<file path="src/rtl/rc4_pkg.sv">
`default_nettype none
// ============================================================================
// Module      : rc4_pkg
// Description : Shared RC4 definitions: engine state encoding, S-box geometry
//               and legal RAM read-latency range. Imported by the KSA engine
//               and by the PRGA stage that follows it.
// Revision    : 1.0 - initial release
// ============================================================================
package rc4_pkg;

    localparam int SBOX_SIZE  = 256;
    localparam int ADDR_W     = 8;
    localparam int DATA_W     = 8;
    localparam int RD_LAT_MIN = 1;
    localparam int RD_LAT_MAX = 4;
    // Wide enough to count 0..RD_LAT_MAX.
    localparam int WAIT_W     = 3;

    // The index advance (i++, k step) is folded into the WR_I edge so that a
    // KSA iteration costs 2*(RD_LAT+1)+3 cycles; there is no separate state
    // for it.
    typedef enum logic [3:0] {
        ST_IDLE   = 4'd0,
        ST_FILL   = 4'd1,
        ST_RD_I   = 4'd2,
        ST_CALC_J = 4'd3,
        ST_RD_J   = 4'd4,
        ST_WR_J   = 4'd5,
        ST_WR_I   = 4'd6,
        ST_DONE   = 4'd7
    } rc4_state_e;

endpackage
`default_nettype wire

</file>
<file path="src/rtl/rc4_key_sel.sv">
`default_nettype none
// ============================================================================
// Module      : rc4_key_sel
// Description : Holds the captured RC4 key and the key-byte index k. k wraps
//               at the clamped key length; key byte 0 is the MSB of key_i.
// Ports       : clk, rst_n     - clock, async active-low reset
//               load_i         - capture key_i/key_len_i, clear k
//               step_i         - advance k (wrapping)
//               key_i          - packed key, byte 0 most significant
//               key_len_i      - active key bytes (0 -> 1, >MAX -> MAX)
//               key_byte_o     - key[k]
// Revision    : 1.0 - initial release
// ============================================================================
module rc4_key_sel
    import rc4_pkg::*;
#(
    parameter  int MAX_KEY_BYTES = 3,
    localparam int LEN_W         = $clog2(MAX_KEY_BYTES + 1),
    localparam int K_W           = (MAX_KEY_BYTES > 1) ? $clog2(MAX_KEY_BYTES) : 1
) (
    input  logic                       clk,
    input  logic                       rst_n,
    input  logic                       load_i,
    input  logic                       step_i,
    input  logic [8*MAX_KEY_BYTES-1:0] key_i,
    input  logic [LEN_W-1:0]           key_len_i,
    output logic [DATA_W-1:0]          key_byte_o
);

    logic [8*MAX_KEY_BYTES-1:0] key_q;
    logic [K_W-1:0]             k_q;
    logic [K_W-1:0]             last_q;
    logic [K_W-1:0]             last_d;
    logic [LEN_W-1:0]           len_eff;
    logic [DATA_W-1:0]          key_bytes [MAX_KEY_BYTES];

    always_comb begin
        len_eff = key_len_i;
        if (key_len_i == '0) begin
            len_eff = LEN_W'(1);
        end else if (key_len_i > LEN_W'(MAX_KEY_BYTES)) begin
            len_eff = LEN_W'(MAX_KEY_BYTES);
        end
        // len_eff is 1..MAX, so len_eff-1 always fits the index width.
        last_d = K_W'(len_eff - LEN_W'(1));
    end

    always_ff @(posedge clk or negedge rst_n) begin
        if (!rst_n) begin
            key_q  <= '0;
            k_q    <= '0;
            last_q <= '0;
        end else if (load_i) begin
            key_q  <= key_i;
            k_q    <= '0;
            last_q <= last_d;
        end else if (step_i) begin
            k_q    <= (k_q == last_q) ? '0 : k_q + K_W'(1);
        end
    end

    always_comb begin
        for (int b = 0; b < MAX_KEY_BYTES; b++) begin
            key_bytes[b] = key_q[8*(MAX_KEY_BYTES-1-b) +: 8];
        end
    end

    assign key_byte_o = key_bytes[k_q];

endmodule
`default_nettype wire

</file>
<file path="src/rtl/rc4_ksa.sv">
`default_nettype none
// ============================================================================
// Module      : rc4_ksa
// Description : RC4 key-scheduling engine. Optionally fills the external
//               S-box RAM with the identity permutation, then runs the 256
//               KSA swap iterations against a single-port synchronous RAM
//               with RD_LAT cycles of read latency (legal 1..4).
// Ports       : clk, rst_n     - clock, async active-low reset
//               start_i        - begin run (IDLE only); wins over abort_i
//               abort_i        - synchronous cancel in any busy state
//               init_en_i      - run identity FILL first (sampled with start)
//               key_len_i      - active key bytes (sampled with start)
//               secret_key_i   - key, byte 0 most significant
//               q_i            - RAM read data
//               wen_o/address_o/data_o - RAM write enable, address, data
//               busy_o         - high outside IDLE
//               done_o         - one-cycle completion pulse
// Revision    : 1.0 - initial release
// ============================================================================
module rc4_ksa
    import rc4_pkg::*;
#(
    parameter  int MAX_KEY_BYTES = 3,
    parameter  int RD_LAT        = 1,
    localparam int LEN_W         = $clog2(MAX_KEY_BYTES + 1)
) (
    input  logic                       clk,
    input  logic                       rst_n,
    input  logic                       start_i,
    input  logic                       abort_i,
    input  logic                       init_en_i,
    input  logic [LEN_W-1:0]           key_len_i,
    input  logic [8*MAX_KEY_BYTES-1:0] secret_key_i,
    input  logic [DATA_W-1:0]          q_i,
    output logic                       wen_o,
    output logic [ADDR_W-1:0]          address_o,
    output logic [DATA_W-1:0]          data_o,
    output logic                       busy_o,
    output logic                       done_o
);

    rc4_state_e          state_q, state_d;
    logic [ADDR_W-1:0]   i_q, i_d;
    logic [ADDR_W-1:0]   j_q, j_d;
    logic [DATA_W-1:0]   si_q, si_d;
    logic [DATA_W-1:0]   sj_q, sj_d;
    logic [WAIT_W-1:0]   wait_q, wait_d;
    logic                key_load;
    logic                key_step;
    logic [DATA_W-1:0]   key_byte;
    logic                wen;
    logic [ADDR_W-1:0]   addr;
    logic [DATA_W-1:0]   wdata;
    logic                done;
    logic                wait_last;

    rc4_key_sel #(
        .MAX_KEY_BYTES (MAX_KEY_BYTES)
    ) u_key_sel (
        .clk        (clk),
        .rst_n      (rst_n),
        .load_i     (key_load),
        .step_i     (key_step),
        .key_i      (secret_key_i),
        .key_len_i  (key_len_i),
        .key_byte_o (key_byte)
    );

    // The read address is held for RD_LAT+1 cycles; q_i is sampled on the
    // last of those edges, one cycle after it first becomes valid.
    assign wait_last = (wait_q == WAIT_W'(RD_LAT));

    always_ff @(posedge clk or negedge rst_n) begin
        if (!rst_n) begin
            state_q <= ST_IDLE;
            i_q     <= '0;
            j_q     <= '0;
            si_q    <= '0;
            sj_q    <= '0;
            wait_q  <= '0;
        end else begin
            state_q <= state_d;
            i_q     <= i_d;
            j_q     <= j_d;
            si_q    <= si_d;
            sj_q    <= sj_d;
            wait_q  <= wait_d;
        end
    end

    always_comb begin
        state_d  = state_q;
        i_d      = i_q;
        j_d      = j_q;
        si_d     = si_q;
        sj_d     = sj_q;
        wait_d   = wait_q;
        key_load = 1'b0;
        key_step = 1'b0;
        wen      = 1'b0;
        addr     = '0;
        wdata    = '0;
        done     = 1'b0;

        case (state_q)
            ST_IDLE: begin
                if (start_i) begin
                    key_load = 1'b1;
                    i_d      = '0;
                    j_d      = '0;
                    wait_d   = '0;
                    state_d  = init_en_i ? ST_FILL : ST_RD_I;
                end
            end
            ST_FILL: begin
                wen   = 1'b1;
                addr  = i_q;
                wdata = i_q;
                // i wraps 255 -> 0 naturally, leaving it ready for the KSA.
                i_d   = i_q + ADDR_W'(1);
                if (i_q == ADDR_W'(SBOX_SIZE - 1)) begin
                    state_d = ST_RD_I;
                end
            end
            ST_RD_I: begin
                addr = i_q;
                if (wait_last) begin
                    si_d    = q_i;
                    wait_d  = '0;
                    state_d = ST_CALC_J;
                end else begin
                    wait_d  = wait_q + WAIT_W'(1);
                end
            end
            ST_CALC_J: begin
                j_d     = j_q + si_q + key_byte;
                state_d = ST_RD_J;
            end
            ST_RD_J: begin
                addr = j_q;
                if (wait_last) begin
                    sj_d    = q_i;
                    wait_d  = '0;
                    state_d = ST_WR_J;
                end else begin
                    wait_d  = wait_q + WAIT_W'(1);
                end
            end
            ST_WR_J: begin
                wen     = 1'b1;
                addr    = j_q;
                wdata   = si_q;
                state_d = ST_WR_I;
            end
            ST_WR_I: begin
                wen   = 1'b1;
                addr  = i_q;
                wdata = sj_q;
                if (i_q == ADDR_W'(SBOX_SIZE - 1)) begin
                    state_d = ST_DONE;
                end else begin
                    i_d      = i_q + ADDR_W'(1);
                    key_step = 1'b1;
                    state_d  = ST_RD_I;
                end
            end
            ST_DONE: begin
                done    = 1'b1;
                state_d = ST_IDLE;
            end
            default: begin
                state_d = ST_IDLE;
            end
        endcase

        // Abort kills the run in the same cycle: no write, no done pulse.
        if (abort_i && (state_q != ST_IDLE)) begin
            state_d  = ST_IDLE;
            wen      = 1'b0;
            key_step = 1'b0;
            done     = 1'b0;
        end
    end

    assign wen_o     = wen;
    assign address_o = addr;
    assign data_o    = wdata;
    assign done_o    = done;
    assign busy_o    = (state_q != ST_IDLE);

endmodule
`default_nettype wire
</file>
<file path="config.mk">
export PLATFORM = sky130hd
export DESIGN_NAME = rc4_ksa
export DESIGN_NICKNAME = d
export VERILOG_FILES = /design/src/rtl/rc4_pkg.sv /design/src/rtl/rc4_key_sel.sv /design/src/rtl/rc4_ksa.sv
export SDC_FILE = /design/constraint.sdc
export NUM_CORES = 1
export LEC_CHECK = 0
export ABC_AREA = 1
export BUFFER_PORTS_ARGS = -buffer_cell sky130_fd_sc_hd__buf_2
export CELL_PAD_IN_SITES_DETAIL_PLACEMENT = 1
export CELL_PAD_IN_SITES_GLOBAL_PLACEMENT = 1
export CORE_UTILIZATION = 38
export CTS_CLUSTER_DIAMETER = 40
export DETAILED_ROUTE_END_ITERATION = 8
export MAX_ROUTING_LAYER = met4
export PLACE_DENSITY_LB_ADDON = 0.15
export SETUP_SLACK_MARGIN = 0.3
export SLEW_MARGIN = 30
export SYNTH_ARGS = -nofsm -noshare
export SYNTH_HDL_FRONTEND = slang
export SYNTH_HIERARCHICAL = 1
export SYNTH_SLANG_ARGS = --single-unit
</file>
<file path="constraint.sdc">
create_clock -name clk -period 2.4 [get_ports clk]
set_input_delay 0.48 -clock clk [delete_from_list [all_inputs] [get_ports clk]]
set_output_delay 0.48 -clock clk [all_outputs]
set_load 0.01 [all_outputs]
</file>
Word-level counts from Yosys, hierarchy flattened
Index checks and enable logic that the tools add are counted.
{"block": "totals", "ff_bits": 67, "out_inout_bits": 19}
{"block": "op_classes", "n_mux": 34, "order_cmp": 2, "n_reduce_logical": 18, "eq_ne": 16, "n_bitwise": 1, "n_addsub": 6}
{"op": "$pmux W8 S3", "count": 2}
{"op": "$mux W8", "count": 4}
{"op": "$pmux W8 S2", "count": 2}
{"op": "$pmux W4 S7", "count": 1}
{"op": "$mux W4", "count": 5}
{"op": "$add A8 B8 Y8", "count": 2}
{"op": "$bmux W8 S2", "count": 1}
{"op": "$eq A4 B3 Y1 const B", "count": 4}
{"op": "$mux W2", "count": 6}
{"op": "$ne A3 B3 Y1 const B", "count": 4}
{"op": "$mux W1", "count": 9}
{"op": "$mux W3", "count": 3}
{"op": "$add A8 B1 Y8 const B", "count": 1}
{"op": "$eq A4 B2 Y1 const B", "count": 2}
{"op": "$eq A8 B8 Y1 const B", "count": 1}
{"op": "$reduce_and A2 Y1", "count": 4}
{"op": "$pmux W3 S2", "count": 1}
{"op": "$reduce_bool A2 Y1", "count": 3}
{"op": "$reduce_or A3 Y1", "count": 2}
{"op": "$eq A4 B1 Y1 const B", "count": 1}
{"op": "$logic_not A4 Y1", "count": 1}
{"op": "$ne A2 B2 Y1 const B", "count": 2}
{"op": "$reduce_and A4 Y1", "count": 1}
{"op": "$reduce_bool A4 Y1", "count": 1}
{"op": "13 further kinds", "count": 14}

Depth between registers and ports, before layout
Gate-level depths: netlist (run 1).
{"block": "logic_depth", "ltp_word": 6, "ltp_mapped": 15, "ltp_nobuf": 14}

Modules after synthesis
The synthesis (run 1) kept the hierarchy.
{"mod": "rc4_ksa", "area_each_um2": 2524.9, "n_inst": 1, "cells_per_inst": 339}
{"mod": "rc4_key_sel", "area_each_um2": 1265.0, "n_inst": 1, "cells_per_inst": 156}

Least setup slack after synthesis (run 1)
OpenSTA, ideal clock, no wires.
{"block": "synth_path", "kind": "register to register", "startpoint": "register u_key_sel.k_q[0]", "endpoint": "register j_q[7]", "period_less_slack_ps": 2423, "setup_slack_ps": -23, "t_arrival_ps": 2305, "path_buffers": 1, "path_stages_with_launch": 15, "setup_time_ps": 118, "path_cell_list": "dfrtp_1 inv_2 buf_6 o21ai_0 o21ai_1 fa_1 ha_1 inv_1 fa_1 inv_1 nand3_1 nand3_1 nand2_1 nand3_1 nand2_1"}
{"block": "synth_via", "elab_chain_len": 6}
{"item": "from (decl)", "line": "rc4_key_sel.sv:31", "text": "logic [K_W-1:0] k_q;"}
{"item": "from (signal assigned)", "line": "rc4_key_sel.sv:58", "text": "k_q <= (k_q == last_q) ? '0 : k_q + K_W'(1);"}
{"item": "$not A2 Y3 (not written as such)", "line": "rc4_key_sel.sv:68", "text": "assign key_byte_o = key_bytes[k_q];"}
{"item": "$bmux W8 S2", "line": "rc4_key_sel.sv:68"}
{"item": "$mux W8 (not written as such) (2 in a row)", "line": "rc4_key_sel.sv:68"}
{"item": "net key_byte[1]", "line": "rc4_ksa.sv:50", "text": "logic [DATA_W-1:0] key_byte;"}
{"item": "$add A8 B8 Y8", "line": "rc4_ksa.sv:136", "text": "j_d = j_q + si_q + key_byte;"}
{"item": "$pmux W8 S2", "line": "rc4_ksa.sv:105", "text": "case (state_q)"}
{"item": "to (signal assigned)", "line": "rc4_ksa.sv:84", "text": "j_q <= j_d;"}
{"item": "to (decl)", "line": "rc4_ksa.sv:44", "text": "logic [ADDR_W-1:0] j_q, j_d;"}
The timed path passes the listed nets, and every way through them passes these cells. The select of a mux whose other input is x is not followed.
A chain may end at the register's enable or synchronous reset.

Worst setup path after layout (run 1)
Same ends and word-level chain as after synthesis.

==> qor.yml, run 1 <==
most-common-layout-cells: "nand2_1 (143), inv_1 (77), dfrtp_1 (62), buf_2 (55), o21ai_0 (46)"
die_x_um: 101.9
seq_area_frac_synth_pct: 43.58
drtAntennaViolNets: 0
gr-total-overflow: 0
wl_per_cell_um: 15.35
yosys-top-cells-area: "dfrtp_1 (44%), nand2_1 (15%), inv_1 (8.3%), o21ai_0 (6.6%), fa_1 (4.2%)"
area_growth_pct: 28.59
synth_edf_count: 0
synthCells: 495
ff2ff_path_depth: 14
ios: 58
critPathSlowestCell: "fa_1"
max_freq_mhz: 420.9
synth_area_leader_cell: "dfrtp_1"
fin_util_pct: 50.09
cp.required_ns: 2.65
clock_latency_ns: 0.36
fin_tns_setup_ns: 0
r2r_end: "j_q[7]"
cts_buffer_depth: 2
cts_buffers: 9
gr-usage-all-layers_pct: 24.04
fin_crit_sh_pct: 98.99
internal_power_mw: 3.923
clk_pin_slew_ns: 0.07
fp-row-count: 36
coreArea_um2: 9729
grt_antenna_before_repair: 0
pwr-share-seq_pct: 25.9
finalMaxSlewViolations: 0
critPathArrivalTime_ns: 2.63
synth_ff_type: "dfrtp_1"
synthesis.nets: 549
n_antenna_cell: 0
swShare_pct: 47.08
drtIter0Drc: 86
drc: 0
crit_end: "j_q[7]"
p_switching_mw: 3.490
path_class: "flip-flop to flip-flop"
worstPathCellList: "inv_4 > a21oi_2 > o21ai_1 > o21ai_2 > fa_1 > ha_2 > inv_2 > fa_2 > inv_2 > nand3_2 > nand3_2 > nand2_1 > nand3_1 > nand2_1"
final_nets: 633
rsz0062_at_grt: "yes"
fill_cells: 1247
crit_start: "u_key_sel/k_q[0]"
ys_async_sr_fraction_pct: 100.0
crit_path_max_fanout: 8
end_kind: "flip-flop"
yosys_warnings: 6
synth-seq-cells: 66
pwr-share-comb_pct: 62.8
hold_violations: 0
seq_area_um2: 1657
cpPeakStageDelay_ns: 0.49
firstDrtPassIters: 4
die_area_um2: 10380
synth_area_per_cell_um2: 7.656
numClockSinks: 66
fin_cells: 714
startpoint_type: "flip-flop"
final_common_cell: "nand2_1"
status: "finished, final reports clean"
clkPwrFrac_pct: 11.3
power_density_nw_per_um2: 1521
setup_viol_count_final: 0
worst_pin_slew_ns: 0.5546
dp_hpwl_mm: 8.083
grt_pass1_wl_mm: 18.20
fin_worst_skew_ns: 0.007778
htree_levels: 3
p_leak_nw: 2.438
p_total_mw: 7.414
portBuffers: 57
synth.top_cell.area_share_pct: 43.58
r2r_setup_slack_ns: 0.02
vias: 3481
die_y_um: 101.9
regToRegStartpoint: "u_key_sel/k_q[0]"
cts-root-buf: "clkbuf_8"
dp.cells: 686
viasPerCell: 4.875
grt_pass1_vias: 3746
syn-cell-area_um2: 3790
ys_types: 33
cts_tree: "done"
ir_drop_v: 0.0008707
postCtsHoldBufs: 0
multi_input_area_um2: 1989
slew_headroom_pct: 63.03
gp_congestion: 0.8765
fin_crit_ns: 2.376
maxCapViolations: 0
grt_max_degree: 30
min_path_type: "primary input to asynchronous set/reset pin"
initial_core_util_pct: 38.95
drive_gt1_share_pct: 28.92
finalWirelength_mm: 10.96
## power groups by stage
| stage | combinational, mW | clock, mW | sequential [mW] |
|---|---|---|---|
| 2_1_floorplan | 2.66 | 0 | 1.82 |
| 3_3_place_gp | 3.38 | 0 | 1.90 |
| 3_5_place_dp | 3.55 | 0 | 1.91 |
| 4_1_cts | 4.28 | 0.854 | 1.91 |
| 5_1_grt | 5.26 | 0.893 | 1.99 |
| 6_report | 4.65 | 0.841 | 1.92 |
## cell families (layout without fill, tap and decap cells)
| family | Yosys count | count (layout) | synth area share, % |
|---|---|---|---|
| and+or+nand+nor | 206 | 206 | 22.88 |
| AOI/OAI and AO/OA | 104 | 104 | 15.42 |
| buffers and inverters | 100 | 186 | 10.66 |
| DFF | 66 | 66 | 43.58 |
| adders and majority gates | 15 | 15 | 6.537 |
| xor gates and xnor gates | 4 | 4 | 0.9243 |
## metal layers
metal	track usage [%]	wire, µm
met2	41.06	5534
met3	2.736	195
met1	29.04	4987
met5	-	0
met4	9.670	240
## cells in the mapped netlist (7+ instances only)
cell	n
nor2_1	11
dfrtp_1	66
o21ai_1	11
o22ai_1	13
a21oi_1	16
fa_1	8
o21ai_0	50
o211ai_1	7
ha_1	7
nand2_1	156
nand3_1	20
inv_1	84
## state kept, by name (all words and copies together), names as in the netlist
| signal | cells |
|---|---|
| u_key_sel/key_bytes | 24 |
| i_q | 8 |
| j_q | 8 |
| si_q | 8 |
| sj_q | 8 |
| state_q | 3 |
| wait_q | 3 |
| u_key_sel/k_q | 2 |
| u_key_sel/last_q | 2 |
## timing repair
item	in CTS	in global routing
gates cloned	1	0
gates resized for setup	40	35
buffers inserted	7	7
endpoints found under the setup margin	22	23
pin swaps	16	24
## per-stage QoR
| step | setup WS [ns] | hold slack [ns] | cell area [µm²] |
|---|---|---|---|
| floorplan | 0.04958 | 0.1844 | 3800 |
| global placement | 0.05265 | 0.4603 | 4280 |
| detailed placement | -0.04427 | 0.4703 | 4280 |
| CTS | 0.03287 | 0.1273 | 4663 |
| global route | -0.1267 | 0.1477 | 4873 |
| finish | 0.02422 | 0.1072 | 4873 |
## worst min path at each step
stage | startpoint | endpoint | slack, ns | cells past startpoint
floorplan | rst_n | i_q[0] | 0.18 | 0
global placement | u_key_sel/key_bytes[13] | u_key_sel/key_bytes[13] | 0.46 | 2
detailed placement | u_key_sel/key_bytes[14] | u_key_sel/key_bytes[14] | 0.47 | 2
CTS | rst_n | u_key_sel/last_q[1] | 0.13 | 1
global route | rst_n | u_key_sel/last_q[1] | 0.15 | 1
finish | rst_n | u_key_sel/last_q[1] | 0.11 | 1
## layout make-up
cell class | instances | area share (%)
repair buffers | 83 | 11.25
multi-input cells | 329 | 40.82
inverters | 90 | 7.266
well taps | 133 | 3.415
clock buffers | 13 | 3.261
flip-flops and latches | 66 | 33.99
## critical path, delay by kind of cell, from the launching register on
family,cells,cell delay [ns]
compound gates,3,0.25
simple gates,5,0.31
flops,1,0.41
buf+inv,3,0.24
fa+ha+maj,3,1.07
Power figures use the tool's default switching activity.
==> inputs of run 2 (changes only) <==
- CELL_PAD_IN_SITES_DETAIL_PLACEMENT: 1 -> not set
- CELL_PAD_IN_SITES_GLOBAL_PLACEMENT: 1 -> not set
- CORE_UTILIZATION: 38 -> 50
==> qor.yml, run 2 (synthesized netlist as in run 1, its figures left out) <==
vias: 3484  # +0.086%
critical_path.top_delay_family: "adder cells"
setup_viol_count_final: 0  # unchanged
cts_tree: "done"
r2r_setup_slack_ns: 0.0002  # -0.02 ns
ios: 58  # unchanged
clock_latency_ns: 0.35  # about the same
n_antenna_cell: 0  # unchanged
pwr-share-seq_pct: 25.1  # -0.8 points
worst_pin_slew_ns: 0.5121  # -0.04251 ns
coreArea_um2: 7292  # -25%
final_common_cell: "nand2_1"
drtAntennaViolNets: 0  # unchanged
finalMaxSlewViolations: 0  # unchanged
startpoint_type: "flip-flop"
gr-total-overflow: 0  # unchanged
fill_cells: 643  # -48%
regToRegStartpoint: "u_key_sel/k_q[0]"
p_switching_mw: 3.380  # -3.1%
fin_tns_setup_ns: 0  # unchanged
fin_worst_skew_ns: 0.009719  # +0.001940 ns
fin_crit_sh_pct: 99.99  # +1.0 points
drtIter0Drc: 186  # +120%
r2r_end: "j_q[7]"
htree_levels: 3  # unchanged
setup_ws_ns: 0.0001943  # -0.02403 ns
internal_power_mw: 4.252  # +8.4%
rsz0062_at_grt: "yes"
worstPathCellList: "inv_4 > a21oi_2 > o21ai_1 > o21ai_1 > fa_1 > ha_2 > inv_2 > fa_2 > inv_2 > nand3_2 > nand3_2 > nand2_1 > nand3_1 > nand2_1"
wl_per_cell_um: 13.65  # -11%
gr-usage-all-layers_pct: 26.31  # +2.3 points
initial_core_util_pct: 51.97  # +13 points
path_class: "flip-flop to flip-flop"
grt_pass1_vias: 3340  # -11%
drive_gt1_share_pct: 27.91  # -1.0 points
final_nets: 633  # unchanged
viasPerCell: 5.101  # +4.6%
fin_crit_ns: 2.400  # +0.02403 ns
most-common-layout-cells: "nand2_1 (152), inv_1 (76), dfrtp_1 (63), buf_2 (57), o21ai_0 (47)"
cts_buffer_depth: 2  # unchanged
dp_hpwl_mm: 6.452  # -20%
maxCapViolations: 0  # unchanged
portBuffers: 57  # unchanged
area_growth_pct: 27.60
fin_area_um2: 4836  # -0.77%
cp.depth: 14  # unchanged
min_path_type: "primary input to asynchronous set/reset pin"
end_kind: "flip-flop"
crit_buf_inv: 3  # unchanged
crit_path_max_fanout: 8  # unchanged
ff2ff_path_depth: 14  # unchanged
cts-root-buf: "clkbuf_8"
fp-row-count: 31  # -14%
drc: 0  # unchanged
cp.required_ns: 2.63  # -0.02 ns
pwr-share-comb_pct: 59.4  # -3.4 points
die_y_um: 89.06  # -13%
cpPeakStageDelay_ns: 0.49  # about the same
grt_max_degree: 67  # +120%
clk_pin_slew_ns: 0.07  # about the same
die_x_um: 89.06  # -13%
firstDrtPassIters: 5  # +1
gp_congestion: 0.8600  # -1.9%
cts_buffers: 9  # unchanged
critPathArrivalTime_ns: 2.63  # about the same
clkPwrFrac_pct: 15.5  # +4.2 points
grt_pass1_wl_mm: 15.15  # -17%
p_leak_nw: 2.468  # +1.2%
status: "finished, final reports clean"
dpl-instance-area_um2: 4238  # -0.99%
critPathSlowestCell: "fa_1"
slew_headroom_pct: 65.78  # +2.8 points
crit_end: "j_q[7]"
swShare_pct: 44.29  # -2.8 points
largest_register_ffs: 24  # unchanged
place_ws_ns: 0.0001923  # +0.04447 ns
numClockSinks: 66  # unchanged
grt_antenna_before_repair: 0  # unchanged
power_density_nw_per_um2: 1578  # +3.8%
postCtsHoldBufs: 0  # unchanged
ir_drop_v: 0.0009650  # +11%
die_area_um2: 7932  # -24%
crit_start: "u_key_sel/k_q[0]"
hold_violations: 0  # unchanged
max_freq_mhz: 416.7  # -1.0%
finalWirelength_mm: 9.320  # -15%
## run 2: changes by cell type in the layout (fill, tap and decap cells not counted), sizes merged
cell,previous run,this run
inv,89,90
bufinv,0,3
clkbuf,13,12
## run 2: power by group through the flow
stage | clock network, mW | logic, mW | registers (mW)
after detailed placement | 0 | 3.39 | 1.90
after global placement | 0 | 3.30 | 1.90
after floorplan | 0 | 2.66 | 1.82
after global routing | 1.25 | 5.13 | 1.97
after CTS | 1.20 | 3.91 | 1.90
final | 1.18 | 4.53 | 1.92
## run 2: layout make-up
class	count	area (µm²)	area share, %
sequential	66	1655	34.23
clock inverter	4	97.59	2.018
multi-input combinational	329	1952	40.36
tap	99	123.9	2.561
clock buffer	12	155.1	3.208
inverter	90	347.8	7.193
timing repair buffer	83	504.2	10.43
## run 2: how the worst min path moves through the flow
stage	end	slack (ns)	cells past startpoint
after floorplan	i_q[0]	0.18	0
after global placement	u_key_sel/key_bytes[12]	0.46	2
after detailed placement	u_key_sel/key_bytes[12]	0.46	2
after CTS	i_q[4]	0.16	2
after global routing	u_key_sel/last_q[1]	0.17	2
final	wait_q[2]	0.13	2
## run 2: metrics by stage
stage               cells  hold slack (ns)  total power [mW]  utilization [%]
CTS                   676           0.1589             7.011            63.42
finish                683           0.1325             7.633            66.32
floorplan             495           0.1844             4.473                -
global route          683           0.1725             8.345            66.32
global placement      652           0.4619             5.196            58.12
detailed placement    652           0.4628             5.291            58.12
## run 2: layer usage
metal	up-vias	global-route usage, %	share of wire (%)
li1	1743	-	-
met1	1651	33.06	44
met2	74	42.17	50
met3	16	6.002	4.5
met4	0	8.947	1.7
met5	-	-	0
## run 2: timing repair
item,CTS,global route
gates resized for setup,21,33
endpoints found under the setup margin,21,23
hold endpoints to repair,0,0
setup buffers,7,7
pin swaps,3,11
gates cloned,1,0
==> inputs of run 3 (changes only) <==
- clock period: 2.4 -> 2.6 ns (I/O delays scaled with it)
==> qor.yml, run 3 (synthesized netlist as in run 1, its figures left out) <==
cts_buffer_depth: 2  # unchanged
r2r_end: "j_q[7]"
portBuffers: 57  # unchanged
numClockSinks: 66  # unchanged
clock_latency_ns: 0.35  # about the same
ff2ff_path_depth: 14  # unchanged
status: "finished, final reports clean"
fin_crit_ns: 2.351  # -0.04908 ns
n_antenna_cell: 0  # unchanged
cts-root-buf: "clkbuf_8"
area_growth_pct: 21.46
finalMaxSlewViolations: 0  # unchanged
setup_viol_count_final: 0  # unchanged
critPathSlowestCell: "fa_1"
startpoint_type: "flip-flop"
fin_worst_skew_ns: 0.009442  # -0.0002768 ns
fin_area_um2: 4603  # -4.8%
cpPeakStageDelay_ns: 0.49  # about the same
worst_pin_slew_ns: 0.6850  # +0.1730 ns
drtIter0Drc: 163  # -12%
clk_pin_slew_ns: 0.07  # about the same
die_area_um2: 7932  # unchanged
slew_headroom_pct: 54.33  # -11 points
rsz0062_at_grt: "yes"
fp-row-count: 31  # unchanged
drive_gt1_share_pct: 24.08  # -3.8 points
seq_area_um2: 1655  # unchanged
dp.cells: 648  # -0.61%
r2r_setup_slack_ns: 0.25  # +0.25 ns
finalWirelength_mm: 9.205  # -1.2%
hold_violations: 0  # unchanged
gp_congestion: 0.8908  # +3.6%
critPathArrivalTime_ns: 2.58  # -0.05 ns
path_common_cell: "nand3_1"
grt_pass1_vias: 3313  # -0.81%
drc: 0  # unchanged
path_class: "flip-flop to flip-flop"
p_leak_nw: 2.378  # -3.6%
gr-total-overflow: 0  # unchanged
most-common-layout-cells: "nand2_1 (148), inv_1 (79), dfrtp_1 (63), buf_2 (58), o21ai_0 (46)"
dpl-instance-area_um2: 4208  # -0.71%
worstPathCellList: "inv_4 > a21oi_1 > o21ai_1 > o21ai_1 > fa_1 > ha_2 > inv_2 > fa_2 > inv_2 > nand3_1 > nand3_1 > nand2_1 > nand3_1 > nand2_1"
viasPerCell: 5.061  # -0.78%
fin_util_pct: 63.13  # -3.2 points
ir_drop_v: 0.0009639  # -0.12%
gr-usage-all-layers_pct: 26.64  # +0.33 points
fin_cells: 672  # -1.6%
fin_tns_setup_ns: 0  # unchanged
coreArea_um2: 7292  # unchanged
fin_crit_sh_pct: 90.41  # -9.6 points
drtAntennaViolNets: 0  # unchanged
regToRegStartpoint: "u_key_sel/k_q[0]"
die_y_um: 89.06  # unchanged
grt_pass1_wl_mm: 15.29  # +0.91%
setup_ws_ns: 0.2493  # +0.2491 ns
cp.required_ns: 2.83  # +0.20 ns
htree_levels: 3  # unchanged
maxCapViolations: 0  # unchanged
die_x_um: 89.06  # unchanged
end_kind: "flip-flop"
cts_tree: "done"
final_common_cell: "nand2_1"
vias: 3401  # -2.4%
firstDrtPassIters: 4  # -1
grt_antenna_before_repair: 0  # unchanged
min_path_type: "primary input to asynchronous set/reset pin"
largest_register_ffs: 24  # unchanged
initial_core_util_pct: 51.97  # unchanged
dp_hpwl_mm: 6.736  # +4.4%
power_density_nw_per_um2: 1410  # -11%
final_nets: 623  # -1.6%
max_freq_mhz: 425.4  # +2.1%
multi_input_area_um2: 1861  # -4.7%
fill_cells: 701  # +9.0%
wl_per_cell_um: 13.70  # +0.38%
place_ws_ns: 0.08487  # +0.08468 ns
cts_buffers: 9  # unchanged
grt_max_degree: 28  # -58%
ios: 58  # unchanged
crit_path_max_fanout: 7  # -1
[run 3: timing repair]
item	in CTS	in global routing
hold buffers	0	0
resized for setup	8	24
setup buffers	4	4
gates cloned	0	1
pin swaps	5	7
endpoints found under the setup margin	15	15
[run 3: worst max-delay path by stage]
| stage | startpoint | slack, ns | endpoint |
|---|---|---|---|
| after detailed placement | u_key_sel/k_q[0] | 0.08 | j_q[7] |
| final | u_key_sel/k_q[0] | 0.25 | j_q[7] |
| after floorplan | u_key_sel/k_q[0] | 0.25 | j_q[7] |
| after CTS | u_key_sel/k_q[0] | 0.22 | j_q[7] |
| after global placement | u_key_sel/k_q[0] | 0.16 | j_q[7] |
| after global routing | u_key_sel/k_q[0] | 0.11 | j_q[7] |
[run 3: through the flow]
step | power (mW) | hold slack (ns)
after detailed placement | 4.858 | 0.4597
after global routing | 7.111 | 0.2588
after floorplan | 4.129 | 0.2244
after CTS | 6.083 | 0.2249
after global placement | 4.771 | 0.4625
final | 6.490 | 0.2174
[run 3: power breakdown]
part           switching [mW]  total, mW  internal (mW)
clock network           0.393      0.908          0.516
logic                    2.25       3.82           1.57
registers               0.312       1.76           1.45
total                    2.96       6.49           3.53
[run 3: critical path: cells and delay by family (launching register included)]
kind | cells | cell delay [ns]
AO/OA/AOI/OAI | 3 | 0.22
AND/OR/NAND/NOR | 5 | 0.31
flip-flops | 1 | 0.42
adder cells (fa/ha/maj) | 3 | 1.05
buffers and inverters | 3 | 0.23
[run 3: routing by layer]
layer  global-route usage (%)  vias up  routed length, µm
met5                        -        -                  0
met3                    3.416       18                332
met1                    33.02     1599               4159
li1                         -     1714                  -
met4                    10.53        0                174
met2                    44.55       70               4538
[run 3: layout make-up]
type                    instances  share of cell area [%]
well taps                      99                   2.691
clock buffers                  13                   3.669
inverters                      90                   7.393
clock inverters                 2                  0.7611
multi-input cells             329                   40.42
repair buffers                 73                   9.106
flip-flops and latches         66                   35.96
